### config.mk
export PLATFORM = sky130hd
export DESIGN_NAME = mse_gpio_bank
export DESIGN_NICKNAME = d
export VERILOG_FILES = /design/src/rtl/mse_gpio_pkg.sv /design/src/rtl/mse_gpio_port.sv /design/src/rtl/mse_gpio_bank.sv
export SDC_FILE = /design/constraint.sdc
export NUM_CORES = 1
export LEC_CHECK = 0
export BUFFER_PORTS_ARGS = -buffer_cell sky130_fd_sc_hd__buf_2
export CAP_MARGIN = 0
export CORE_MARGIN = 4
export CORE_UTILIZATION = 35
export DETAILED_ROUTE_END_ITERATION = 6
export GPL_TIMING_DRIVEN = 0
export PLACE_DENSITY = 0.58
export SYNTH_ARGS = -nofsm -noshare
export SYNTH_HDL_FRONTEND = slang
export SYNTH_SLANG_ARGS = --single-unit
### constraint.sdc
create_clock -name clk -period 4 [get_ports clk]
set_input_delay 0.6 -clock clk [delete_from_list [all_inputs] [get_ports clk]]
set_output_delay 0.6 -clock clk [all_outputs]
set_load 0.01 [all_outputs]
### src/rtl/mse_gpio_pkg.sv
// Shared constants, register offsets and the address decoder for the MSE GPIO bank.
package mse_gpio_pkg;

    localparam int PORT_STRIDE = 8;

    localparam logic [2:0] OFF_DIR      = 3'd0;
    localparam logic [2:0] OFF_OUT      = 3'd1;
    localparam logic [2:0] OFF_IN       = 3'd2;
    localparam logic [2:0] OFF_RISE_EN  = 3'd3;
    localparam logic [2:0] OFF_FALL_EN  = 3'd4;
    localparam logic [2:0] OFF_IRQ_STAT = 3'd5;
    localparam logic [2:0] OFF_OUT_SET  = 3'd6;
    localparam logic [2:0] OFF_OUT_CLR  = 3'd7;

    localparam logic [7:0] ADDR_IRQ_SUM = 8'hF0;
    localparam logic [7:0] ADDR_TP_CTRL = 8'hF1;

    typedef struct packed {
        logic [4:0] port;
        logic [2:0] off;
        logic       hit;
    } reg_dec_t;

    function automatic reg_dec_t decode_addr(input logic [7:0] addr, input int nports);
        reg_dec_t d;
        d.port = 5'(addr / PORT_STRIDE);
        d.off  = 3'(addr % PORT_STRIDE);
        d.hit  = (int'(d.port) < nports);
        return d;
    endfunction

endpackage

### src/rtl/mse_gpio_port.sv
// One GPIO port: direction/output/enable registers, input synchroniser,
// edge detection and the sticky interrupt status.
module mse_gpio_port
    import mse_gpio_pkg::*;
#(
    parameter int PORT_W      = 8,
    parameter int SYNC_STAGES = 2
) (
    input  logic              clk,
    input  logic              rst,
    input  logic              wr_en,
    input  logic [2:0]        wr_off,
    input  logic [PORT_W-1:0] wdata,
    input  logic              edge_en,
    input  logic [PORT_W-1:0] pad_i,
    output logic [PORT_W-1:0] dir,
    output logic [PORT_W-1:0] out,
    output logic [PORT_W-1:0] sync_in,
    output logic [PORT_W-1:0] rise_en,
    output logic [PORT_W-1:0] fall_en,
    output logic [PORT_W-1:0] stat
);

    logic [PORT_W-1:0] dir_q, dir_d;
    logic [PORT_W-1:0] out_q, out_d;
    logic [PORT_W-1:0] rise_en_q, rise_en_d;
    logic [PORT_W-1:0] fall_en_q, fall_en_d;
    logic [PORT_W-1:0] stat_q, stat_d;
    logic [PORT_W-1:0] prev_q, prev_d;
    logic [SYNC_STAGES-1:0][PORT_W-1:0] sync_q, sync_d;
    logic [PORT_W-1:0] events;

    assign sync_in = sync_q[SYNC_STAGES-1];
    assign dir     = dir_q;
    assign out     = out_q;
    assign rise_en = rise_en_q;
    assign fall_en = fall_en_q;
    assign stat    = stat_q;

    always_comb begin
        sync_d[0] = pad_i;
        for (int i = 1; i < SYNC_STAGES; i++) begin
            sync_d[i] = sync_q[i-1];
        end
        prev_d = sync_in;
        events = '0;
        if (edge_en) begin
            events = (sync_in & ~prev_q & rise_en_q) | (~sync_in & prev_q & fall_en_q);
        end

        dir_d     = dir_q;
        out_d     = out_q;
        rise_en_d = rise_en_q;
        fall_en_d = fall_en_q;
        stat_d    = stat_q;
        if (wr_en) begin
            case (wr_off)
                OFF_DIR:      dir_d     = wdata;
                OFF_OUT:      out_d     = wdata;
                OFF_RISE_EN:  rise_en_d = wdata;
                OFF_FALL_EN:  fall_en_d = wdata;
                OFF_IRQ_STAT: stat_d    = stat_q & ~wdata;
                OFF_OUT_SET:  out_d     = out_q | wdata;
                OFF_OUT_CLR:  out_d     = out_q & ~wdata;
                default:      ;
            endcase
        end
        // A new edge must not be lost to a simultaneous clear, so it is ORed in last.
        stat_d = stat_d | events;
    end

    always_ff @(posedge clk) begin
        if (rst) begin
            dir_q     <= '0;
            out_q     <= '0;
            rise_en_q <= '0;
            fall_en_q <= '0;
            stat_q    <= '0;
            prev_q    <= '0;
            sync_q    <= '0;
        end else begin
            dir_q     <= dir_d;
            out_q     <= out_d;
            rise_en_q <= rise_en_d;
            fall_en_q <= fall_en_d;
            stat_q    <= stat_d;
            prev_q    <= prev_d;
            sync_q    <= sync_d;
        end
    end

endmodule

### src/rtl/mse_gpio_bank.sv
// Bank of NPORTS GPIO ports on the MSE register bus: decode, read mux, warm-up and irq.
// Optional test-pattern counter enabled by defining MSE_GPIO_TESTPAT_EN.
module mse_gpio_bank
    import mse_gpio_pkg::*;
#(
    parameter int NPORTS      = 10,
    parameter int PORT_W      = 8,
    parameter int ADDR_W      = 8,
    parameter int DATA_W      = 16,
    parameter int SYNC_STAGES = 2
) (
    input  logic                     clk,
    input  logic                     rst,
    input  logic [ADDR_W-1:0]        address,
    input  logic [DATA_W-1:0]        wdata,
    input  logic                     wr,
    input  logic                     rd,
    output logic [DATA_W-1:0]        rdata,
    output logic                     rvalid,
    input  logic [NPORTS*PORT_W-1:0] port_i,
    output logic [NPORTS*PORT_W-1:0] port_o,
    output logic [NPORTS*PORT_W-1:0] port_oe,
    output logic                     irq
);

    localparam int WARM   = SYNC_STAGES + 1;
    localparam int WARM_W = $clog2(WARM + 1);

    logic [31:0]       addr_ext;
    reg_dec_t          dec;
    logic              port_hit;
    logic [PORT_W-1:0] dir_w     [NPORTS];
    logic [PORT_W-1:0] out_w     [NPORTS];
    logic [PORT_W-1:0] in_w      [NPORTS];
    logic [PORT_W-1:0] rise_en_w [NPORTS];
    logic [PORT_W-1:0] fall_en_w [NPORTS];
    logic [PORT_W-1:0] stat_w    [NPORTS];
    logic [NPORTS-1:0] stat_any;
    logic [DATA_W-1:0] rd_mux, rdata_q, rdata_d;
    logic              rvalid_q, rvalid_d;
    logic [WARM_W-1:0] warm_q, warm_d;
    logic              warm_done;
    logic              tp_active;
    logic [PORT_W-1:0] tp_cnt;
    logic [DATA_W-1:0] tp_ctrl_rd;

    assign addr_ext  = 32'(address);
    assign dec       = decode_addr(addr_ext[7:0], NPORTS);
    assign port_hit  = dec.hit && (addr_ext[31:8] == 24'd0);
    assign warm_done = (warm_q == WARM_W'(WARM));
    assign rdata     = rdata_q;
    assign rvalid    = rvalid_q;
    assign irq       = |stat_any;

    for (genvar p = 0; p < NPORTS; p++) begin : g_port
        logic wr_sel;
        assign wr_sel = wr && port_hit && (dec.port == 5'(p));

        mse_gpio_port #(
            .PORT_W      (PORT_W),
            .SYNC_STAGES (SYNC_STAGES)
        ) u_port (
            .clk     (clk),
            .rst     (rst),
            .wr_en   (wr_sel),
            .wr_off  (dec.off),
            .wdata   (wdata[PORT_W-1:0]),
            .edge_en (warm_done),
            .pad_i   (port_i[p*PORT_W +: PORT_W]),
            .dir     (dir_w[p]),
            .out     (out_w[p]),
            .sync_in (in_w[p]),
            .rise_en (rise_en_w[p]),
            .fall_en (fall_en_w[p]),
            .stat    (stat_w[p])
        );

        assign port_oe[p*PORT_W +: PORT_W] = dir_w[p];
        assign port_o[p*PORT_W +: PORT_W]  = tp_active ? tp_cnt : out_w[p];
        assign stat_any[p]                 = |stat_w[p];
    end

    if (DATA_W > PORT_W) begin : g_unused
        logic unused_wdata;
        assign unused_wdata = ^wdata[DATA_W-1:PORT_W];
    end

`ifdef MSE_GPIO_TESTPAT_EN
    logic              tp_en_q, tp_en_d;
    logic [PORT_W-1:0] tp_cnt_q, tp_cnt_d;

    always_comb begin
        tp_en_d = tp_en_q;
        if (wr && addr_ext == 32'(ADDR_TP_CTRL)) begin
            tp_en_d = wdata[0];
        end
        tp_cnt_d = tp_en_q ? tp_cnt_q + PORT_W'(1) : tp_cnt_q;
    end

    always_ff @(posedge clk) begin
        if (rst) begin
            tp_en_q  <= 1'b0;
            tp_cnt_q <= '0;
        end else begin
            tp_en_q  <= tp_en_d;
            tp_cnt_q <= tp_cnt_d;
        end
    end

    assign tp_active  = tp_en_q;
    assign tp_cnt     = tp_cnt_q;
    assign tp_ctrl_rd = DATA_W'(tp_en_q);
`else
    assign tp_active  = 1'b0;
    assign tp_cnt     = '0;
    assign tp_ctrl_rd = '0;
`endif

    // Read mux sees only current register state, so a same-cycle write returns the old value.
    always_comb begin
        rd_mux = '0;
        if (port_hit) begin
            for (int p = 0; p < NPORTS; p++) begin
                if (dec.port == 5'(p)) begin
                    case (dec.off)
                        OFF_DIR:      rd_mux = DATA_W'(dir_w[p]);
                        OFF_OUT:      rd_mux = DATA_W'(out_w[p]);
                        OFF_IN:       rd_mux = DATA_W'(in_w[p]);
                        OFF_RISE_EN:  rd_mux = DATA_W'(rise_en_w[p]);
                        OFF_FALL_EN:  rd_mux = DATA_W'(fall_en_w[p]);
                        OFF_IRQ_STAT: rd_mux = DATA_W'(stat_w[p]);
                        default:      rd_mux = '0;
                    endcase
                end
            end
        end else if (addr_ext == 32'(ADDR_IRQ_SUM)) begin
            rd_mux = DATA_W'(stat_any);
        end else if (addr_ext == 32'(ADDR_TP_CTRL)) begin
            rd_mux = tp_ctrl_rd;
        end
        rdata_d  = rd ? rd_mux : rdata_q;
        rvalid_d = rd;
        warm_d   = warm_done ? warm_q : warm_q + WARM_W'(1);
    end

    always_ff @(posedge clk) begin
        if (rst) begin
            rdata_q  <= '0;
            rvalid_q <= 1'b0;
            warm_q   <= '0;
        end else begin
            rdata_q  <= rdata_d;
            rvalid_q <= rvalid_d;
            warm_q   <= warm_d;
        end
    end

endmodule

# == Word level (Yosys, flattened, before mapping) ==
# Cells that the tools add are included.
# Widths: inputs -> output; s select.
# classes
mux,62
magnitude_cmp,1
eq_ne,18
addsub,1
div,0
n_shift,0
reduce_logical,65
n_mul,0
n_bitwise,111
# ops
operator,n
$and 8x8->8,60
$pmux 8 s6,10
$mux 8,30
$or 8x8->8,30
$pmux 8 s3,10
$mux 16,11
$not 8->8,21
$reduce_and 2->1,40
$reduce_or 8->1,10
$reduce_or 80->1,1
$eq 5x3->1 const B,4
$eq 3x3->1 const B,4
$logic_and 1x1->1,11
$eq 5x2->1 const B,2
$eq 5x4->1 const B,2
$mux 10,1
$eq 8x8->1 const B,1
$eq 3x2->1 const B,2
$eq 5x1->1 const B,1
$logic_not 5->1,1
$lt 5x4->1 const B,1
$eq 3x1->1 const B,1
$logic_not 3->1,1
$reduce_bool 3->1,1
other kinds (2),2
# word_totals
ram_bits,0
wordCells,341
in_bits,108
register_bits,659
output_inout_bits,178
memories,0
mem_bits_ro,0
latchBits,0

# == Depth between registers and ports, before layout ==
# Gate-level depths: netlist of run 1.
# logic_depth
ltp_word,13
depth_mapped,11
ltp_nobuf,6

# == Hierarchy ==
# A second synthesis of run 1 with hierarchy kept.
# unflattened
hier_cells,3065
hier_area_um2,28297.1
# by_module_without_submodules
module,seq_area_each_um2,area_per_inst_um2,cells_per_inst,n_inst
mse_gpio_port,1281.2,2293.4,236,10
mse_gpio_bank,260.2,5362.6,705,1

# == Worst setup path after synthesis of run 1 ==
# Ideal clock, no wire load.
# synth_timing
path_kind,input -> register
start,input address[0]
end,register rdata_q[7] (netlist: rdata[7])
arrival_ns,2.272
setup_ns,0.117
path_stages,9
path_slack_ns,1.611
required_ns,3.883
path_buffers,3
cell_sequence,buf_2 buf_4 buf_2 mux2_2 a22oi_1 nor3_1 a2111oi_0 nand4_1 o2bb2ai_1
# synth_via
elab_chain_cells,13
elab_cells_between_ends,29
classes_between,eq/ne (6); mux (22); reduce/logical (1)
# synth_lines
element,line,rtl
"start, declared",mse_gpio_bank.sv:14,"input logic [ADDR_W-1:0] address,"
$eq 3x3->1 (tied with other cells),mse_gpio_bank.sv:125,case (dec.off)
$pmux 8 s6,mse_gpio_bank.sv:125,
$mux 16 (10 in a row),mse_gpio_bank.sv:124,if (dec.port == 5'(p)) begin
$mux 16 (*),mse_gpio_bank.sv:122,if (port_hit) begin
"end signal, assigned",mse_gpio_bank.sv:152,rdata_q <= rdata_d;
"end, declared",mse_gpio_bank.sv:39,"logic [DATA_W-1:0] rd_mux, rdata_q, rdata_d;"
# Every way passes the cells marked *; elsewhere a longest branch is shown, timed or not.
# A chain may end at the register's enable or synchronous reset.

# == Worst setup path after layout of run 1 ==
# layout_timing
start,input address[0]
end,register rdata_q[6] (netlist: rdata[6])
# The elaborated chain is that of the path after synthesis.

==> impl_metrics.json, run 1 <==
{
  "outcome": "finished with violations",
  "failed_checks": "max-capacitance violations, max-slew violations, negative setup slack",
  "final_cell_count_no_fill": 4534,
  "synth_area_leaders": "sky130_fd_sc_hd__dfxtp_1 (47%), sky130_fd_sc_hd__a21oi_1 (6.6%), sky130_fd_sc_hd__o21ai_0 (6.1%)",
  "power_leakage_nw": 12.0,
  "timing.critical_path.from_type": "primary input",
  "cts_buffers": 75,
  "antenna_left": 0,
  "grt_first_pass_wirelength_um": 204000,
  "syn-mean-instance-area_sq_um": 8.96,
  "cap_viol_max_count": 6,
  "cts.hold.buffers_added": 0,
  "switchingPower_mw": 4.13,
  "initial_antenna_violation_count": 9,
  "routed_wirelength_um": 153000,
  "placedInstanceArea_sq_mm": 0.0304,
  "drc_errors": 0,
  "finalClockSkew_ps": 29.7,
  "setup_slack_ps": -326,
  "final_min_period_over_clock_period_pct": 108,
  "grt_max_degree": 15,
  "synth_warnings": 0,
  "power.share.clock_pct": 47.2,
  "max_slew_margin_pct": -12.4,
  "viasPerCell": 6.14,
  "power_frac_comb_pct": 8.6,
  "numPlacedInstances": 4395,
  "finalSetupTns_ps": -443,
  "final_nets": 3541,
  "final_count_of_pins_violating_max_slew": 63,
  "insertion_delay_ps": 650,
  "yosysUniqueCellTypes": 78,
  "ir_drop_uv": 329,
  "sw_frac_of_total_pct": 27.3,
  "nFillCells": 7951,
  "reg2reg_slack_ps": 990,
  "fp.dieArea_sq_mm": 0.0835,
  "setup_violations": 3,
  "fmax_ghz": 0.231,
  "final-hold-violation-count": 0,
  "firstDrtPassIters": 7,
  "worstSetupEndpointType": "flip-flop",
  "grt_overflow_total": 0,
  "num_io_pins": 286,
  "wl_per_cell_um": 33.7,
  "power_per_cell_area_mw_per_mm2": 459,
  "number_of_synthesized_register_bits": 653,
  "numPortBuffers": 258,
  "post-layout-total-power_mw": 15.1,
  "required_time_of_the_worst_setup_path_ps": 4530,
  "synth_seq_area_share_pct": 47.3,
  "seq_power_share_pct": 44.2,
  "routed-via-count": 27900,
  "rows": 102,
  "worstPathMaxFanout": 10,
  "syn-instance-count": 3085,
  "finalCriticalPeriod_ps": 4330,
  "asyncSetResetFlopFracSynth_pct": 0,
  "crit_arrival_ps": 4860,
  "die_width_um": 289,
  "initial_utilization_pct": 35.5,
  "synth-edff-count": 0,
  "ctsRootBufferMaster": "sky130_fd_sc_hd__clkbuf_16",
  "synth_largest_area_cell": "sky130_fd_sc_hd__dfxtp_1",
  "unrepaired_setup_endpoints_after_global_routing": "no",
  "post_cts_resized": 0,
  "cts.htree.levels": 3,
  "area_growth_pct": 19.3,
  "dp_hpwl_um": 107000,
  "final_cell_area_sq_mm": 0.0330,
  "crit_path_kind": "in2reg",
  "clk_pin_slew_ps": 60,
  "tritoncts": "built",
  "synth_ff_type": "sky130_fd_sc_hd__dfxtp_1",
  "die-height_um": 289,
  "finalWeightedCongestion": 1.05,
  "postCtsSetupRepairBufs": 0,
  "synth.top_cell.area_share_pct": 47.3,
  "cts_buffer_depth": 3,
  "final_layout_size_suffix_gt1_share_pct": 17.5,
  "hold_path.class": "in2reg",
  "max_slew.worst_pin.slew_ps": 1690,
  "first_iter_violations": 4645,
  "gr-usage-all-layers_pct": 35.2,
  "multiInputGateArea_sq_mm": 0.0135,
  "core_footprint_sq_mm": 0.0778,
  "clock_sink_count": 653,
  "mappedNetlistArea_sq_mm": 0.0276,
  "internal-power_mw": 11.0,
  "final-seq-area_sq_mm": 0.0131,
  "grt_pass1_vias": 25100
}
per-stage QoR:
stage	worst slack (ps)	util [%]	hold slack [ps]
floorplan	1610	-	414
global placement	-1220	38.9	417
detailed placement	-348	39.1	420
CTS	329	42.4	142
global route	14.0	42.4	170
finish	-326	42.4	164
power by group through the flow:
stage                     Clock, mW  Combinational (mW)  Sequential [mW]
final                          7.15                1.30             6.69
after global routing           7.39                1.28             6.70
after CTS                      7.15                1.21             6.69
after detailed placement          0                1.21             6.83
after global placement            0                1.18             6.83
after floorplan                   0               0.536             6.80
cells in the mapped netlist (8+ instances only):
cell type                   number
sky130_fd_sc_hd__nor2_4         11
sky130_fd_sc_hd__nand4_1        11
sky130_fd_sc_hd__a211oi_1       86
sky130_fd_sc_hd__clkbuf_1      177
sky130_fd_sc_hd__nor4_1         24
sky130_fd_sc_hd__a22oi_1        29
sky130_fd_sc_hd__nand3b_1       81
sky130_fd_sc_hd__nor2_1        156
sky130_fd_sc_hd__nand3_1        20
sky130_fd_sc_hd__mux2i_1       155
sky130_fd_sc_hd__nor3_1          8
sky130_fd_sc_hd__a221oi_1       25
sky130_fd_sc_hd__nor2_2          9
sky130_fd_sc_hd__a21oi_1       363
sky130_fd_sc_hd__o22ai_1        20
sky130_fd_sc_hd__o21ai_0       338
sky130_fd_sc_hd__buf_2          39
sky130_fd_sc_hd__buf_1          15
sky130_fd_sc_hd__mux4_2         27
sky130_fd_sc_hd__buf_4          21
sky130_fd_sc_hd__mux2_2         61
sky130_fd_sc_hd__nand2_1       361
sky130_fd_sc_hd__nor2b_1       250
sky130_fd_sc_hd__dfxtp_1       653
sky130_fd_sc_hd__o2bb2ai_1      16
sky130_fd_sc_hd__a221o_1        14
final timing paths:
path | start | to | cells past startpoint
worst max register to register | warm_q[0]$_SDFFE_PP0N_ | g_port[5].u_port.stat[7]$_SDFF_PP0_ | 5
worst max-delay path | address[0] | rdata[6]$_SDFFE_PP0P_ | 10
worst min register to register | g_port[2].u_port.sync_d[11]$_SDFF_PP0_ | g_port[2].u_port.sync_in[3]$_SDFF_PP0_ | 1
worst min-delay path | port_i[7] | g_port[0].u_port.sync_d[15]$_SDFF_PP0_ | 2
kinds of logic (layout without fill, tap and decap cells):
family | count (synthesis) | in the layout | share of synthesized area [%]
muxes | 243 | 243 | 10.3
and+or+nand+nor | 974 | 974 | 18.3
AOI/OAI and AO/OA | 954 | 954 | 20.1
adders and majority gates | 1 | 1 | 0.0453
xor gates and xnor gates | 1 | 1 | 0.0317
DFF | 653 | 653 | 47.3
other | 1 | 8 | 0.0136
buffers and inverters | 258 | 660 | 3.99
layout make-up:
type	count	share of cell area, %
clock inverters	43	1.35
flip-flops and latches	653	39.6
diodes	2	0.0152
plain buffers	253	3.33
well taps	1040	3.95
inverters	5	0.0569
repair buffers	265	4.30
multi-input cells	2179	41.1
clock buffers	94	6.31
registers in the layout, summed over array words and instances (netlist names):
name,count
g_port.u_port.prev_q,80
g_port.u_port.rise_en,80
g_port.u_port.sync_in,80
g_port.u_port.sync_d,80
warm_q,2
rdata,10
rvalid,1
g_port.u_port.stat,80
g_port.u_port.fall_en,80
g_port.u_port.dir,80
g_port.u_port.out,80
worst max-delay path: stages:
cell                        delay (ps)
sky130_fd_sc_hd__buf_2             270
sky130_fd_sc_hd__buf_2             670
sky130_fd_sc_hd__buf_2             640
sky130_fd_sc_hd__buf_2             600
sky130_fd_sc_hd__mux2i_1           240
sky130_fd_sc_hd__o2bb2ai_1         110
sky130_fd_sc_hd__o21ai_0           780
sky130_fd_sc_hd__o311ai_0          600
sky130_fd_sc_hd__nand3_1           230
sky130_fd_sc_hd__nand3_1            80
cell usage in the layout (no fill, tap or decap), types with 7 or more instances in the layout:
master	count
sky130_fd_sc_hd__clkinvlp_4	11
sky130_fd_sc_hd__nand3_1	20
sky130_fd_sc_hd__o22ai_1	20
sky130_fd_sc_hd__clkbuf_16	77
sky130_fd_sc_hd__o21ai_0	338
sky130_fd_sc_hd__o2bb2ai_1	16
sky130_fd_sc_hd__a21oi_1	360
sky130_fd_sc_hd__nor2b_1	250
sky130_fd_sc_hd__mux2_2	61
sky130_fd_sc_hd__nand2_2	7
sky130_fd_sc_hd__nand2_1	361
sky130_fd_sc_hd__a22oi_1	29
sky130_fd_sc_hd__mux4_2	27
sky130_fd_sc_hd__clkbuf_1	176
sky130_fd_sc_hd__nor2_4	11
sky130_fd_sc_hd__clkbuf_8	9
sky130_fd_sc_hd__nand4_1	11
sky130_fd_sc_hd__a211oi_1	86
sky130_fd_sc_hd__a221oi_1	25
sky130_fd_sc_hd__buf_2	299
sky130_fd_sc_hd__dfxtp_1	653
sky130_fd_sc_hd__a221o_1	14
sky130_fd_sc_hd__nand3b_1	81
sky130_fd_sc_hd__nor3_1	8
sky130_fd_sc_hd__nor4_1	24
sky130_fd_sc_hd__clkinv_2	16
sky130_fd_sc_hd__nor2_2	9
sky130_fd_sc_hd__clkbuf_2	9
sky130_fd_sc_hd__buf_1	13
sky130_fd_sc_hd__nor2_1	156
sky130_fd_sc_hd__buf_4	21
sky130_fd_sc_hd__mux2i_1	155
routing by layer:
layer	up-vias	track usage (%)	wire (um)
met5	-	0.930	161
met1	13300	46.3	59000
met3	569	12.3	21600
li1	11600	-	-
met2	2352	48.6	59900
met4	8	23.1	12200
(Power assumes the default switching activity.)
==> inputs of run 2 (changes only) <==
--- a/config.mk
+++ b/config.mk
@@ -7,11 +7,12 @@
 export LEC_CHECK = 0
 export BUFFER_PORTS_ARGS = -buffer_cell sky130_fd_sc_hd__buf_2
 export CAP_MARGIN = 0
-export CORE_MARGIN = 4
+export CORE_MARGIN = 1.5
 export CORE_UTILIZATION = 35
 export DETAILED_ROUTE_END_ITERATION = 6
 export GPL_TIMING_DRIVEN = 0
 export PLACE_DENSITY = 0.58
 export SYNTH_ARGS = -nofsm -noshare
 export SYNTH_HDL_FRONTEND = slang
+export SYNTH_HIERARCHICAL = 1
 export SYNTH_SLANG_ARGS = --single-unit
==> run 2 against run 1 <==
  * The flow finishes with violations (negative setup slack)
  * Combinational power fell by 22%
  * Largest power group unchanged
  * Critical path type unchanged
  * Critical path depth shrank 1
  * First-iteration DRC count is 43% lower
  * Clock skew up 0.73 ps
  * Critical endpoint is now rdata[0]$_SDFFE_PP0P_
  * Utilization is 0.18 points lower
==> impl_metrics.json, run 2 <==
{
  "fmax_ghz": 0.235,
  "nFillCells": 7981,
  "unrepaired_setup_endpoints_after_global_routing": "no",
  "initial_utilization_pct": 35.2,
  "crit_arrival_ps": 4780,
  "gr-usage-all-layers_pct": 28.1,
  "synthTopCellsByCount": "sky130_fd_sc_hd__dfxtp_1 (653), sky130_fd_sc_hd__nand2_1 (612), sky130_fd_sc_hd__nor2b_1 (264), sky130_fd_sc_hd__a21oi_1 (201), sky130_fd_sc_hd__mux2i_1 (189)",
  "initial_antenna_violation_count": 6,
  "setup_violations": 2,
  "switchingPower_mw": 3.68,
  "dp_hpwl_um": 82500,
  "seq_power_share_pct": 44.6,
  "max_slew_margin_pct": 7.81,
  "die_width_um": 287,
  "syn-instance-count": 3065,
  "tritoncts": "built",
  "synth_area_leaders": "sky130_fd_sc_hd__dfxtp_1 (46%), sky130_fd_sc_hd__nand2_1 (8.1%), sky130_fd_sc_hd__mux2i_1 (6.7%)",
  "synth_warnings": 6,
  "final_nets": 3535,
  "outcome": "finished with violations",
  "required_time_of_the_worst_setup_path_ps": 4530,
  "final_layout_size_suffix_gt1_share_pct": 17.6,
  "placedInstanceArea_sq_mm": 0.0312,
  "yosysUniqueCellTypes": 79,
  "power_leakage_nw": 12.5,
  "numPortBuffers": 271,
  "clock_sink_count": 653,
  "power.share.clock_pct": 48.7,
  "final_min_period_over_clock_period_pct": 106,
  "crit_slowest_cell": "sky130_fd_sc_hd__clkbuf_1",
  "power_per_cell_area_mw_per_mm2": 443,
  "internal-power_mw": 11.3,
  "routed_wirelength_um": 120000,
  "mappedNetlistArea_sq_mm": 0.0283,
  "fp.dieArea_sq_mm": 0.0826,
  "sw_frac_of_total_pct": 24.5,
  "wl_per_cell_um": 26.4,
  "synth-edff-count": 0,
  "grt_pass1_vias": 23900,
  "failed_checks": "negative setup slack",
  "postCtsSetupRepairBufs": 0,
  "num_io_pins": 286,
  "synth_largest_area_cell": "sky130_fd_sc_hd__dfxtp_1",
  "grt_overflow_total": 0,
  "hold_path.class": "in2reg",
  "antenna_left": 0,
  "die-height_um": 287,
  "final_cell_mix": "sky130_fd_sc_hd__dfxtp_1 (653), sky130_fd_sc_hd__nand2_1 (612), sky130_fd_sc_hd__buf_2 (332), sky130_fd_sc_hd__nor2b_1 (264), sky130_fd_sc_hd__a21oi_1 (201)",
  "crit_top_cell": "sky130_fd_sc_hd__buf_2",
  "synth.top_cell.area_share_pct": 46.2,
  "timing.critical_path.from_type": "primary input",
  "max_stage_delay_ps": 730,
  "number_of_synthesized_register_bits": 653,
  "finalWeightedCongestion": 0.994,
  "timing.critical_path.cells": "buf_2 -> clkbuf_8 -> buf_2 -> buf_2 -> clkbuf_1 -> a211oi_1 -> o21ai_0 -> nand4_1 -> o31a_1",
  "syn-mean-instance-area_sq_um": 9.23,
  "clk_pin_slew_ps": 60,
  "power_frac_comb_pct": 6.7,
  "final_common_cell": "sky130_fd_sc_hd__dfxtp_1",
  "final_cell_area_sq_mm": 0.0339,
  "ctsRootBufferMaster": "sky130_fd_sc_hd__clkbuf_16",
  "holdWs_ps": 168,
  "grt_first_pass_wirelength_um": 169000,
  "synth_seq_area_share_pct": 46.2,
  "synth_ff_type": "sky130_fd_sc_hd__dfxtp_1",
  "final_core_utilization_pct": 42.2,
  "worstSetupEndpointType": "flip-flop",
  "finalClockSkew_ps": 30.4,
  "routed-via-count": 25900,
  "first_iter_violations": 2638,
  "rows": 104,
  "final-hold-violation-count": 0,
  "max_slew.worst_pin.slew_ps": 1380,
  "crit_path_kind": "in2reg",
  "cts.htree.levels": 3,
  "cts_buffers": 75,
  "cap_viol_max_count": 0,
  "asyncSetResetFlopFracSynth_pct": 0,
  "cts_buffer_depth": 3,
  "finalCriticalPeriod_ps": 4250,
  "drc_errors": 0,
  "grt_max_degree": 61,
  "firstDrtPassIters": 6,
  "final_count_of_pins_violating_max_slew": 0,
  "insertion_delay_ps": 640,
  "cts.hold.buffers_added": 0,
  "viasPerCell": 5.69,
  "setup_slack_ps": -247,
  "ir_drop_uv": 297,
  "core_footprint_sq_mm": 0.0803,
  "synth.most_common_cell": "sky130_fd_sc_hd__dfxtp_1",
  "area_growth_pct": 19.7,
  "worstPathMaxFanout": 13
}
==> run 2: metal layers <==
layer	track usage, %	vias up	part of all wire, %
met4	13.6	0	5.0
met2	43.6	1265	44
li1	-	11700	-
met3	6.08	292	9.1
met5	0	-	0
met1	36.9	12600	42
==> run 2: worst max-delay path: cells and delay by family <==
kind	cells	cell delay [ps]
AOI/OAI and AO/OA	3	1100
buffers and inverters	5	2630
and+or+nand+nor	1	390
==> run 2: worst paths after layout <==
kind,from,end,slack (ps),cells after the start
worst max register to register,g_port[0].u_port/sync_in[6]$_SDFF_PP0_,rdata[6]$_SDFFE_PP0P_,1570,6
worst min register to register,g_port[4].u_port/sync_d[11]$_SDFF_PP0_,g_port[4].u_port/sync_in[3]$_SDFF_PP0_,430,1
worst max-delay path,address[2],rdata[0]$_SDFFE_PP0P_,-250,9
worst min-delay path,port_i[33],g_port[4].u_port/sync_d[9]$_SDFF_PP0_,170,2
==> run 2: repair_timing <==
action | in CTS | in global routing
endpoints found under the setup margin | 12 | 11
pin swaps | 0 | 0
resized for setup | 8 | 8
==> run 2: cells by family after synthesis <==
group	Yosys count	share of synthesized area [%]
AND/OR/NAND/NOR	1302	24.0
flip-flops	653	46.2
adder cells (fa/ha/maj)	1	0.0442
AO/OA/AOI/OAI	632	15.6
buffers and inverters	222	3.95
XOR/XNOR	1	0.0310
other	1	0.0133
multiplexers	253	10.2
==> run 2: power groups by stage <==
stage | clock [mW] | combinational, mW | sequential [mW]
final | 7.31 | 1.01 | 6.69
after detailed placement | 0 | 0.977 | 6.83
after global routing | 7.63 | 1.03 | 6.70
after floorplan | 0 | 0.466 | 6.79
after global placement | 0 | 0.953 | 6.83
after CTS | 7.38 | 0.982 | 6.69
==> run 2: area by class of cell <==
class / instances / area (sq um) / area share (%)
Antenna cell: 2 / 5.00 / 0.0148
Buffer: 207 / 1090 / 3.21
Clock inverter: 24 / 364 / 1.07
Timing Repair Buffer: 279 / 1560 / 4.61
Sequential cell: 653 / 13100 / 38.6
Clock buffer: 111 / 2260 / 6.66
Tap cell: 1060 / 1330 / 3.92
Inverter: 15 / 56.3 / 0.166
Multi-Input combinational cell: 2195 / 14100 / 41.8
==> run 2: metrics by stage <==
stage	instances	power [mW]	setup WS, ps	TNS [ps]
2_1_floorplan	3070	7.26	1210	0
3_3_place_gp	4401	7.78	-1080	-51450
3_5_place_dp	4409	7.81	-1070	-51310
4_1_cts	4544	15.0	27.5	0
5_1_grt	4544	15.4	34.8	0
6_report	4546	15.0	-247	-341
